--- config.mk ---
export PLATFORM = sky130hd
export DESIGN_NAME = fifo_to_video_ctrl
export DESIGN_NICKNAME = d
export VERILOG_FILES = /design/src/rtl/fifo_to_video_ctrl.sv
export SDC_FILE = /design/constraint.sdc
export NUM_CORES = 1
export LEC_CHECK = 0
export ABC_CLOCK_PERIOD_IN_PS = 2200
export BUFFER_PORTS_ARGS = -buffer_cell sky130_fd_sc_hd__buf_2
export CAP_MARGIN = 30
export CORE_ASPECT_RATIO = 0.9
export CORE_MARGIN = 5
export CORE_UTILIZATION = 35
export CTS_BUF_LIST = sky130_fd_sc_hd__clkbuf_16
export DETAILED_ROUTE_END_ITERATION = 10
export PLACE_DENSITY = 0.71
export SKIP_LAST_GASP = 1
export SYNTH_ARGS = -nofsm -noshare
export SYNTH_HDL_FRONTEND = slang
export SYNTH_SLANG_ARGS = --single-unit
--- constraint.sdc ---
create_clock -name video_clk -period 2.2 [get_ports video_clk]
set_input_delay 0.11 -clock video_clk [delete_from_list [all_inputs] [get_ports video_clk]]
set_output_delay 0.11 -clock video_clk [all_outputs]
set_load 0.05 [all_outputs]
--- src/rtl/fifo_to_video_ctrl.sv ---
`default_nettype none
// ============================================================================
// Module   : fifo_to_video_ctrl
// Purpose  : Read side of the DDR frame-buffer path. Pops 128-bit words from a
//            first-word-fall-through FIFO, unpacks each into four 24-bit RGB
//            pixels (alpha bytes dropped) and emits them aligned to the
//            externally supplied vs/hs/de timing, one cycle late. Generates
//            line/frame request pulses that pace the DDR read bursts.
// Ports    : video_clk/video_rst_n   pixel clock, async active-low reset
//            video_{vs,hs,de}_in     timing from the timing generator
//            fifo_data_in/fifo_empty FWFT FIFO head word and empty flag
//            fifo_rd_en              FIFO pop (combinational)
//            video_{vs,hs,de}_out    timing delayed by one cycle
//            video_data_out          pixel, aligned with video_de_out
//            line_req/frame_req      1-cycle pulses on hs/vs rising edge
//            underflow/underflow_clr sticky underflow flag and its clear
// Revision : 1.0 - initial release
// ============================================================================
module fifo_to_video_ctrl #(
  parameter logic [23:0] FILL_PIXEL = 24'h000000
) (
  input  logic         video_clk,
  input  logic         video_rst_n,
  input  logic         video_vs_in,
  input  logic         video_hs_in,
  input  logic         video_de_in,
  input  logic [127:0] fifo_data_in,
  input  logic         fifo_empty,
  output logic         fifo_rd_en,
  output logic         video_vs_out,
  output logic         video_hs_out,
  output logic         video_de_out,
  output logic [23:0]  video_data_out,
  output logic         line_req,
  output logic         frame_req,
  output logic         underflow,
  input  logic         underflow_clr
);

  // Buffer keeps only pixels 1..3; pixel 0 goes straight to the output on pop.
  localparam logic [71:0] c_FILL_BUF = {3{FILL_PIXEL}};

  logic         r_vs_d;
  logic         r_hs_d;
  logic         r_de_d;
  logic [1:0]   r_pix_cnt;
  logic [71:0]  r_buf;
  logic [23:0]  r_data;
  logic         r_line_req;
  logic         r_frame_req;
  logic         r_underflow;

  logic         w_hs_rise;
  logic         w_vs_rise;
  logic [1:0]   w_cnt;
  logic         w_pop_slot;
  logic         w_underrun;
  logic [23:0]  w_buf_pix;
  logic         w_unused_alpha;

  assign w_hs_rise = video_hs_in & ~r_hs_d;
  assign w_vs_rise = video_vs_in & ~r_vs_d;

  // A sync rising edge restarts the word before this cycle is processed, so
  // a de cycle coinciding with the edge is treated as pixel 0 and may pop.
  assign w_cnt      = (w_hs_rise | w_vs_rise) ? 2'd0 : r_pix_cnt;
  assign w_pop_slot = video_de_in & (w_cnt == 2'd0);
  assign w_underrun = w_pop_slot & fifo_empty;
  assign fifo_rd_en = video_rst_n & w_pop_slot & ~fifo_empty;

  // Alpha bytes are deliberately discarded.
  assign w_unused_alpha = &{1'b0, fifo_data_in[127:120], fifo_data_in[95:88],
                            fifo_data_in[63:56], fifo_data_in[31:24]};

  always_comb begin
    w_buf_pix = r_buf[71:48];
    case (w_cnt)
      2'd2:    w_buf_pix = r_buf[47:24];
      2'd3:    w_buf_pix = r_buf[23:0];
      default: w_buf_pix = r_buf[71:48];
    endcase
  end

  always_ff @(posedge video_clk or negedge video_rst_n) begin
    if (!video_rst_n) begin
      r_vs_d      <= 1'b0;
      r_hs_d      <= 1'b0;
      r_de_d      <= 1'b0;
      r_pix_cnt   <= 2'd0;
      r_buf       <= '0;
      r_data      <= '0;
      r_line_req  <= 1'b0;
      r_frame_req <= 1'b0;
      r_underflow <= 1'b0;
    end else begin
      r_vs_d      <= video_vs_in;
      r_hs_d      <= video_hs_in;
      r_de_d      <= video_de_in;
      r_line_req  <= w_hs_rise;
      r_frame_req <= w_vs_rise;

      if (video_de_in) begin
        r_pix_cnt <= w_cnt + 2'd1;
        if (w_cnt == 2'd0) begin
          if (fifo_empty) begin
            r_buf  <= c_FILL_BUF;
            r_data <= FILL_PIXEL;
          end else begin
            r_buf  <= {fifo_data_in[87:64], fifo_data_in[55:32], fifo_data_in[23:0]};
            r_data <= fifo_data_in[119:96];
          end
        end else begin
          r_data <= w_buf_pix;
        end
      end else begin
        r_pix_cnt <= w_cnt;
        r_data    <= '0;
      end

      // A new underrun wins over a clear in the same cycle.
      if (w_underrun) begin
        r_underflow <= 1'b1;
      end else if (underflow_clr) begin
        r_underflow <= 1'b0;
      end
    end
  end

  assign video_vs_out   = r_vs_d;
  assign video_hs_out   = r_hs_d;
  assign video_de_out   = r_de_d;
  assign video_data_out = r_data;
  assign line_req       = r_line_req;
  assign frame_req      = r_frame_req;
  assign underflow      = r_underflow;

endmodule
`default_nettype wire

==> reports/results.ini, run 1 <==
[run_status]
outcome = finished, final reports clean

[route]
antenna_left = 0
num_vias = 4144
vias_per_cell = 4.97
drt_first_pass_iters = 5
routed_wl_um = 13900
wl_per_cell_um = 16.7
drtIter0Drc = 216
drc = 0

[pwr]
p_leak_nw = 2.99
cellPowerDensity_nw_per_um2 = 840
seqPwrFrac_pct = 46.3
internal_power_w = 0.00350
sw_frac_of_total_pct = 33.3
p_clk_share_pct = 27.7
pwr-share-comb_pct = 26.0
p_switching_w = 0.00175
max-vdd-ir-drop_mv = 0.395

[yosys]
synthFlopType = dfrtp_1
synth_edf_count = 0
synth_top_area_share_pct = 53.0
ys_ff_latch = 104
synth_area_per_cell_um2 = 9.68
synthTopCellsByCount = 104 x dfrtp_1, 98 x nand2_1, 74 x nand2b_1, 74 x o21ai_0, 27 x inv_1
synth_nets = 645
synthArstFlopShare_pct = 100
yosys_warnings = 0
syn_area_um2 = 4910
synth.most_common_cell = dfrtp_1
syn_inst = 507
yosys.area.top_type = dfrtp_1
synth_cell_type_count = 22
synthTopCellsByArea = dfrtp_1 53%, nand2b_1 9.4%, o21ai_0 7.5%
yosysSeqAreaShare_pct = 53.0

[floorplan]
die_h_um = 122
die_w_um = 135
initial_core_util_pct = 35.3
io_pins = 166
dieArea_um2 = 16500
core_um2 = 13900
rows = 41

[setup_path]
path_class = reg -> reg
crit_required_ns = 2.43
cp_slowest_cell = dfrtp_2
r2r_start = video_hs_out$_DFF_PN0_
r2r_end = video_data_out[0]$_DFF_PN0_
cp-start-kind = register
end_kind = register
rr_worst_depth = 8
cp-startpoint = video_hs_out$_DFF_PN0_
crit_path_max_incr_delay_ns = 0.40
worst-r2r-setup-slack_ns = 0.08
worstPathArrival_ns = 2.35
crit_fanout = 24
cp_cell_sequence = or2b_2 -> nand3_2 -> buf_4 -> inv_1 -> ha_1 -> buf_12 -> a22o_1 -> a221o_2
cp-endpoint = video_data_out[0]$_DFF_PN0_

[clock_tree]
clock-root-buffer = clkbuf_16
numCtsBuffers = 9
path_clk_slew_ns = 0.07
cts_tree = done
h-tree-depth = 3
clock-sinks = 104
clockBufferDepth = 2
clock_latency_ns = 0.34

[timing]
slew_viol_final = 0
slew_headroom_pct = 54.4
fin_crit_ns = 2.12
fmax_mhz = 472
tightestPinTransition_ns = 0.683
grt_setup_unrepaired = false
finalClockSkew_ns = 0.00482
final_hold_viol_count = 0
whs_ns = 0.0162
final-setup-viol-count = 0
tns_ns = 0
min_period_over_period_pct = 96.2

[finish]
fillCellCount = 1346
layout-drive-gt1-share_pct = 28.8
layout.nets = 772
areaGrowthSynthToFinish_pct = 27.2

[grt]
overflow = 0
grtUsageTotal_pct = 16.5
grt_pass1_vias = 4068
grt_pass1_wl_um = 21200
antenna_found_initial = 0
grt_max_degree = 75

[worst_hold_path]
min_from = fifo_data_in[5]
min_path_type = in -> reg

[placement]
io_buffers = 133
hpwl_um = 9500
place_congestion = 0.834

[run]
drv_cap = 0

logic make-up after synthesis:
group	count (synthesis)	share of synthesized area (%)
AND/OR/NAND/NOR	180	18.5
adder cells (fa/ha/maj)	3	0.765
flip-flops	104	53.0
XOR/XNOR	1	0.179
buffers and inverters	72	6.25
AO/OA/AOI/OAI	147	21.2
sequential cells by signal, indices dropped and copies added (netlist names):
register and cells:
frame_req 1, line_req 1, r_buf 72, r_pix_cnt 2
underflow 1, video_data_out 24, video_de_out 1, video_hs_out 1
video_vs_out 1
power groups by stage:
stage / Combinational, W / Clock [W] / Sequential, W
after floorplan: 0.000633 / 0 / 0.00265
after global placement: 0.00122 / 0 / 0.00244
after detailed placement: 0.00127 / 0 / 0.00246
after CTS: 0.00129 / 0.00149 / 0.00242
after global routing: 0.00150 / 0.00157 / 0.00246
final: 0.00136 / 0.00145 / 0.00243
layout make-up:
class	count	area, um^2	area share [%]
Inverter	29	109	1.74
Antenna cell	1	2.50	0.0401
Timing Repair Buffer	159	980	15.7
Sequential cell	104	2610	41.7
Tap cell	193	241	3.87
Clock inverter	7	38.8	0.622
Multi-Input combinational cell	331	2040	32.7
Clock buffer	9	225	3.61
critical path, delay by kind of cell (launching register included):
kind	cells	cell delay (ns)
compound gates	2	0.60
simple gates	2	0.44
flops	1	0.40
buf+inv	3	0.33
fa+ha+maj	1	0.23
worst min-delay path by stage:
stage / to / slack, ns / cells past startpoint
detailed placement: video_hs_out$_DFF_PN0_ / 0.24 / 1
global placement: video_hs_out$_DFF_PN0_ / 0.23 / 1
floorplan: frame_req$_DFF_PN0_ / -0.19 / 0
CTS: r_buf[5]$_DFFE_PN0P_ / 0.004 / 3
finish: r_buf[5]$_DFFE_PN0P_ / 0.02 / 3
global route: r_buf[5]$_DFFE_PN0P_ / 0.006 / 3
metal layers:
metal	track usage [%]	wire, um
met4	4.39	172
met3	4.22	884
met1	23.5	6550
met2	25.1	6280
met5	0	0
placed cells by master, fill, tap and decap left out:
cell             n
dlygate4sd3_1    5
ha_1             2
buf_4           15
o21ai_0         74
nand2_1         97
buf_2          131
buf_12           5
inv_1           27
clkbuf_16       11
clkinv_4         1
clkinv_2         3
nor3b_4          1
buf_6            1
nand2b_2         1
clkinvlp_4       1
a221o_2          2
o32ai_1         24
or2b_2           1
nand2b_4         1
nor4b_4          1
diode_2          1
nand3_2          2
a221o_1         22
xnor2_1          1
ha_4             1
dfrtp_1        102
inv_2            2
dfrtp_2          2
nand2b_1        74
nand2_4          1
nand3_1          1
a22o_1          24
a21oi_2          1
clkinv_1         2
repair_timing:
| item | CTS | global route |
|---|---|---|
| gates cloned | 0 | 2 |
| endpoints found under the hold margin | 108 | 0 |
| buffers inserted | 2 | 2 |
| gates resized for setup | 3 | 6 |
| pin swaps | 1 | 1 |
| endpoints found under the setup margin | 13 | 1 |
| hold buffers | 5 | 0 |
metrics by stage:
| stage | power [W] | utilization [%] | instance area [um^2] | instances | worst slack, ns |
|---|---|---|---|---|---|
| finish | 0.00524 | 44.9 | 6240 | 833 | 0.0833 |
| global placement | 0.00366 | 41.8 | 5800 | 805 | -0.00151 |
| global route | 0.00554 | 44.9 | 6240 | 832 | 0.00643 |
| CTS | 0.00521 | 44.2 | 6150 | 828 | -0.150 |
| detailed placement | 0.00372 | 41.8 | 5800 | 805 | -0.127 |
| floorplan | 0.00328 | - | 4930 | 507 | -0.00672 |
Power figures use the tool's default switching activity.
==> run 2, diff against run 1 <==
Settings changed: ABC_CLOCK_PERIOD_IN_PS 2200 to 2300.
Clock period 2.2 ns to 2.3 ns, I/O delays scaled along.
==> reports/results.ini, run 2 (same netlist as run 1, synthesis figures left out) <==
[run_status]
outcome = finished, final reports clean

[floorplan]
io_pins = 166  ; unchanged
initial_core_util_pct = 35.3  ; unchanged
die_h_um = 122  ; unchanged
dieArea_um2 = 16500  ; unchanged
die_w_um = 135  ; unchanged
rows = 41  ; unchanged
core_um2 = 13900  ; unchanged

[route]
vias_per_cell = 4.86  ; -2.2%
antenna_left = 0  ; unchanged
routed_wl_um = 13300  ; -4.4%
drc = 0  ; unchanged
drtIter0Drc = 220  ; +1.9%
wl_per_cell_um = 16.0  ; -3.7%
num_vias = 4022  ; -2.9%
drt_first_pass_iters = 5  ; unchanged

[pwr]
p_switching_w = 0.00161  ; -7.8%
sw_frac_of_total_pct = 32.2  ; -1.1 points
internal_power_w = 0.00339  ; -2.9%
seqPwrFrac_pct = 46.3  ; about the same
pwr-share-comb_pct = 24.5  ; -1.5 points
p_clk_share_pct = 29.2  ; +1.5 points
cellPowerDensity_nw_per_um2 = 812  ; -3.4%
max-vdd-ir-drop_mv = 0.325  ; -18%
p_leak_nw = 2.96  ; -1.1%

[setup_path]
crit_fanout = 22  ; -8.3%
worst-r2r-setup-slack_ns = 0.21  ; +0.13 ns
r2r_start = video_hs_out$_DFF_PN0_
cp_slowest_cell = dfrtp_2
rr_worst_depth = 7  ; -1
r2r_end = video_data_out[12]$_DFF_PN0_
worstPathArrival_ns = 2.04  ; -0.31 ns
crit_path_max_incr_delay_ns = 0.40  ; about the same
path_class = reg -> out
cp_cell_sequence = or2b_2 -> nand3_2 -> ha_4 -> buf_12 -> nand2_4 -> nor3b_4 -> buf_6
end_kind = primary output
cp-endpoint = fifo_rd_en
cp-start-kind = register
crit_required_ns = 2.18  ; -0.25 ns
cp-startpoint = video_hs_out$_DFF_PN0_

[finish]
areaGrowthSynthToFinish_pct = 25.6
regMostFlops = r_buf
largest_register_ffs = 72  ; unchanged
stdcell_area_um2 = 6160  ; -1.2%
n_antenna_cell = 0  ; -1
mostFrequentLayoutCell = buf_2
layout_common_cells = 131 x buf_2, 103 x dfrtp_1, 97 x nand2_1, 74 x nand2b_1, 74 x o21ai_0
fillCellCount = 1379  ; +2.5%
layout.nets = 767  ; -0.65%
layout-drive-gt1-share_pct = 27.8  ; -1.0 points

[clock_tree]
clock_latency_ns = 0.34  ; about the same
path_clk_slew_ns = 0.07  ; about the same
clockBufferDepth = 2  ; unchanged
clock-sinks = 104  ; unchanged
cts_tree = done
clock-root-buffer = clkbuf_16
numCtsBuffers = 9  ; unchanged
h-tree-depth = 3  ; unchanged

[timing]
tightestPinTransition_ns = 0.677  ; -0.00614 ns
final-setup-viol-count = 0  ; unchanged
final_hold_viol_count = 0  ; unchanged
grt_setup_unrepaired = false
tns_ns = 0  ; unchanged
fmax_mhz = 463
slew_viol_final = 0  ; unchanged
finalClockSkew_ns = 0.00817  ; +0.00334 ns
slew_headroom_pct = 54.8  ; +0.41 points
fin_crit_ns = 2.16
min_period_over_period_pct = 93.9
whs_ns = 0.0236  ; +0.00735 ns

[grt]
overflow = 0  ; unchanged
grt_pass1_vias = 4049  ; -0.47%
grt_pass1_wl_um = 20600  ; -2.8%
antenna_found_initial = 0  ; unchanged
grt_max_degree = 99  ; +32%
grtUsageTotal_pct = 16.1  ; -0.39 points

[placement]
hpwl_um = 9400  ; -1.1%
place_congestion = 0.827  ; -0.84%
io_buffers = 133  ; unchanged
place_area_um2 = 5780  ; -0.37%

[run]
drv_cap = 0  ; unchanged

[worst_hold_path]
min_path_type = in -> reg

[run 2: final cells by class]
cell class	instances	area [um^2]	share of cell area, %
clock inverters	7	53.8	0.873
well taps	193	241	3.92
multi-input cells	331	2040	33.1
inverters	29	109	1.77
flip-flops and latches	104	2600	42.2
repair buffers	154	892	14.5
clock buffers	9	225	3.65
[run 2: how the worst min path moves through the flow]
| stage | start | endpoint | slack [ns] | depth (start not counted) |
|---|---|---|---|---|
| floorplan | video_rst_n | frame_req$_DFF_PN0_ | -0.18 | 0 |
| global placement | video_hs_in | video_hs_out$_DFF_PN0_ | 0.24 | 1 |
| detailed placement | video_hs_in | video_hs_out$_DFF_PN0_ | 0.24 | 1 |
| CTS | fifo_data_in[55] | r_buf[47]$_DFFE_PN0P_ | 0.01 | 3 |
| global route | fifo_data_in[38] | r_buf[30]$_DFFE_PN0P_ | 0.02 | 3 |
| finish | fifo_data_in[68] | r_buf[52]$_DFFE_PN0P_ | 0.02 | 3 |
[run 2: timing repair]
item | in CTS | in global routing
pin swaps | 0 | 1
hold buffers | 4 | 0
setup buffers | 0 | 3
setup endpoints to repair | 1 | 15
cloned | 0 | 0
endpoints found under the hold margin | 107 | 0
resized for setup | 3 | 5
[run 2: metal layers]
layer,vias to the layer above,global-route usage (%),share of wire (%)
met3,18,2.91,5.8
met4,0,6.74,2.0
li1,1986,-,-
met5,-,0,0
met1,1889,23.4,49
met2,129,23.7,43
[run 2: power groups by stage]
stage / clock, W / sequential, W / combinational (W)
4_1_cts: 0.00151 / 0.00231 / 0.00121
6_report: 0.00146 / 0.00232 / 0.00123
5_1_grt: 0.00159 / 0.00235 / 0.00135
3_3_place_gp: 0 / 0.00233 / 0.00117
3_5_place_dp: 0 / 0.00235 / 0.00120
2_1_floorplan: 0 / 0.00253 / 0.000603
[run 2: critical path, delay by kind of cell, from the launching register on]
kind / cells / cell delay [ns]
buffers and inverters: 2 / 0.35
DFF: 1 / 0.40
adders and majority gates: 1 / 0.17
and+or+nand+nor: 4 / 0.78
[run 2: per-stage QoR]
step,setup WS (ns),util (%),cells,total power (W)
after global placement,0.139,41.6,804,0.00350
after CTS,0.0103,44.0,824,0.00503
after detailed placement,0.0740,41.6,804,0.00355
after global routing,0.0373,44.3,827,0.00529
final,0.141,44.3,827,0.00500
after floorplan,0.0205,-,507,0.00313
==> run 3, diff against run 2 <==
Settings changed: CORE_UTILIZATION 35 to 50, PLACE_DENSITY 0.71 to 0.91.
==> reports/results.ini, run 3 (same netlist as run 1, synthesis figures left out) <==
[clock_tree]
clock_latency_ns = 0.34  ; about the same
clockBufferDepth = 2  ; unchanged
clock-sinks = 104  ; unchanged
numCtsBuffers = 9  ; unchanged
path_clk_slew_ns = 0.07  ; about the same
cts_tree = done
h-tree-depth = 3  ; unchanged
clock-root-buffer = clkbuf_16

[route]
drtIter0Drc = 333  ; +51%
wl_per_cell_um = 16.4  ; +2.5%
drc = 0  ; unchanged
num_vias = 4114  ; +2.3%
vias_per_cell = 5.42  ; +11%
antenna_left = 0  ; unchanged
drt_first_pass_iters = 5  ; unchanged
routed_wl_um = 12500  ; -5.9%

[floorplan]
core_um2 = 9610  ; -31%
dieArea_um2 = 11900  ; -28%
rows = 34  ; -17%
die_h_um = 104  ; -15%
initial_core_util_pct = 51.0  ; +16 points
io_pins = 166  ; unchanged
die_w_um = 114  ; -15%

[finish]
largest_register_ffs = 72  ; unchanged
layout.nets = 766  ; -0.13%
utilization_pct = 63.8  ; +19 points
regMostFlops = r_buf
layout_common_cells = 131 x buf_2, 103 x dfrtp_1, 97 x nand2_1, 74 x nand2b_1, 74 x o21ai_0
stdcell_area_um2 = 6140  ; -0.45%
areaGrowthSynthToFinish_pct = 25.1
layout-drive-gt1-share_pct = 28.4  ; +0.68 points
n_antenna_cell = 0  ; unchanged
fillCellCount = 790  ; -43%
fin_cells = 759  ; -8.2%
mostFrequentLayoutCell = buf_2

[placement]
hpwl_um = 8830  ; -6.1%
place_area_um2 = 5710  ; -1.3%
io_buffers = 133  ; unchanged
place_congestion = 0.844  ; +2.0%
dp_cells = 736  ; -8.5%

[setup_path]
worstPathArrival_ns = 2.08  ; +0.04 ns
crit_path_max_incr_delay_ns = 0.40  ; about the same
crit_family = simple AND/OR/NAND/NOR gates
path_buf_inv = 2  ; unchanged
cp_cell_sequence = or2b_2 -> nand3_2 -> ha_4 -> buf_12 -> nand2_8 -> nor3b_4 -> buf_6
cp_slowest_cell = dfrtp_2
end_kind = primary output
path_class = reg -> out
cp-start-kind = register
worst-r2r-setup-slack_ns = 0.14  ; -0.07 ns
crit_required_ns = 2.18  ; about the same
crit_fanout = 13  ; -41%

[grt]
antenna_found_initial = 0  ; unchanged
grtUsageTotal_pct = 20.6  ; +4.5 points
grt_pass1_wl_um = 19800  ; -3.8%
grt_pass1_vias = 4048  ; -0.025%
overflow = 0  ; unchanged
grt_max_degree = 105  ; +6.1%

[timing]
final-setup-viol-count = 0  ; unchanged
slew_viol_final = 0  ; unchanged
finalClockSkew_ns = 0.00900  ; +0.000831 ns
final_hold_viol_count = 0  ; unchanged
whs_ns = 0.0290  ; +0.00543 ns
fmax_mhz = 456  ; -1.6%
min_period_over_period_pct = 95.4  ; +1.5 points
tightestPinTransition_ns = 0.589  ; -0.0887 ns
fin_crit_ns = 2.19  ; +0.0340 ns
slew_headroom_pct = 60.8  ; +5.9 points
grt_setup_unrepaired = false

[worst_hold_path]
min_path_type = in -> reg

[run_status]
outcome = finished, final reports clean

[run]
drv_cap = 0  ; unchanged

[pwr]
max-vdd-ir-drop_mv = 0.406  ; +25%
p_leak_nw = 2.98  ; +0.65%
cellPowerDensity_nw_per_um2 = 833  ; +2.7%

==> run 3: cell count changes in the layout (fill, tap and decap cells not counted) <==
cell / previous run / this run
clkinv_1: 4 / 0
nand2_4: 1 / 0
nand2_8: 0 / 1
buf_4: 14 / 10
inv_1: 28 / 27
buf_6: 1 / 2
clkbuf_16: 9 / 10
buf_12: 4 / 5
inv_6: 0 / 4
clkinv_2: 1 / 2
==> run 3: final timing paths <==
path,start,end,depth (start not counted)
setup / recovery,video_hs_out$_DFF_PN0_,fifo_rd_en,7
hold / removal,fifo_data_in[16],r_buf[16]$_DFFE_PN0P_,3
setup reg to reg,video_hs_out$_DFF_PN0_,video_data_out[14]$_DFF_PN0_,8
hold reg to reg,r_buf[1]$_DFFE_PN0P_,r_buf[1]$_DFFE_PN0P_,2
max in group asynchronous,video_rst_n,r_buf[1]$_DFFE_PN0P_,3
min in group asynchronous,video_rst_n,underflow$_DFFE_PN0P_,3
==> run 3: cell type report <==
cell class              instances  area (um^2)  area share [%]
clock buffers                   9          225            3.67
clock inverters                 7         75.1            1.22
inverters                      29          109            1.77
multi-input cells             331         2050            33.4
flip-flops and latches        104         2600            42.4
well taps                     126          158            2.57
repair buffers                153          918            15.0
==> run 3: what timing repair did <==
action / CTS / global route
gates resized for setup: 4 / 5
gates cloned: 0 / 1
hold buffers: 4 / 0
buffers inserted: 0 / 2
setup endpoints to repair: 1 / 14
endpoints found under the hold margin: 107 / 0
pin swaps: 0 / 2
==> run 3: layer usage <==
layer	global-route usage, %	wire (um)	share of wire, %
met5	0	0	0
met1	30.2	5580	45
met2	31.6	5840	47
met4	6.02	187	1.5
met3	3.37	876	7.0
==> run 3: metrics by stage <==
step	power, W	setup WS (ns)	TNS, ns
4_1_cts	0.00508	0.000380	0
5_1_grt	0.00537	0.0218	0
3_5_place_dp	0.00354	0.0603	0
6_report	0.00511	0.107	0
3_3_place_gp	0.00347	-0.0314	-0.0556
2_1_floorplan	0.00313	0.0205	0
==> run 3: tightest hold or removal path, stage by stage <==
cell      delay (ns)
buf_2           0.10
nand2b_1        0.05
o21ai_0         0.06
==> run 3: power breakdown <==
part           internal, W  switching, W
clock             0.000856      0.000678
combinational     0.000451      0.000800
sequential         0.00214      0.000187
total              0.00345       0.00167
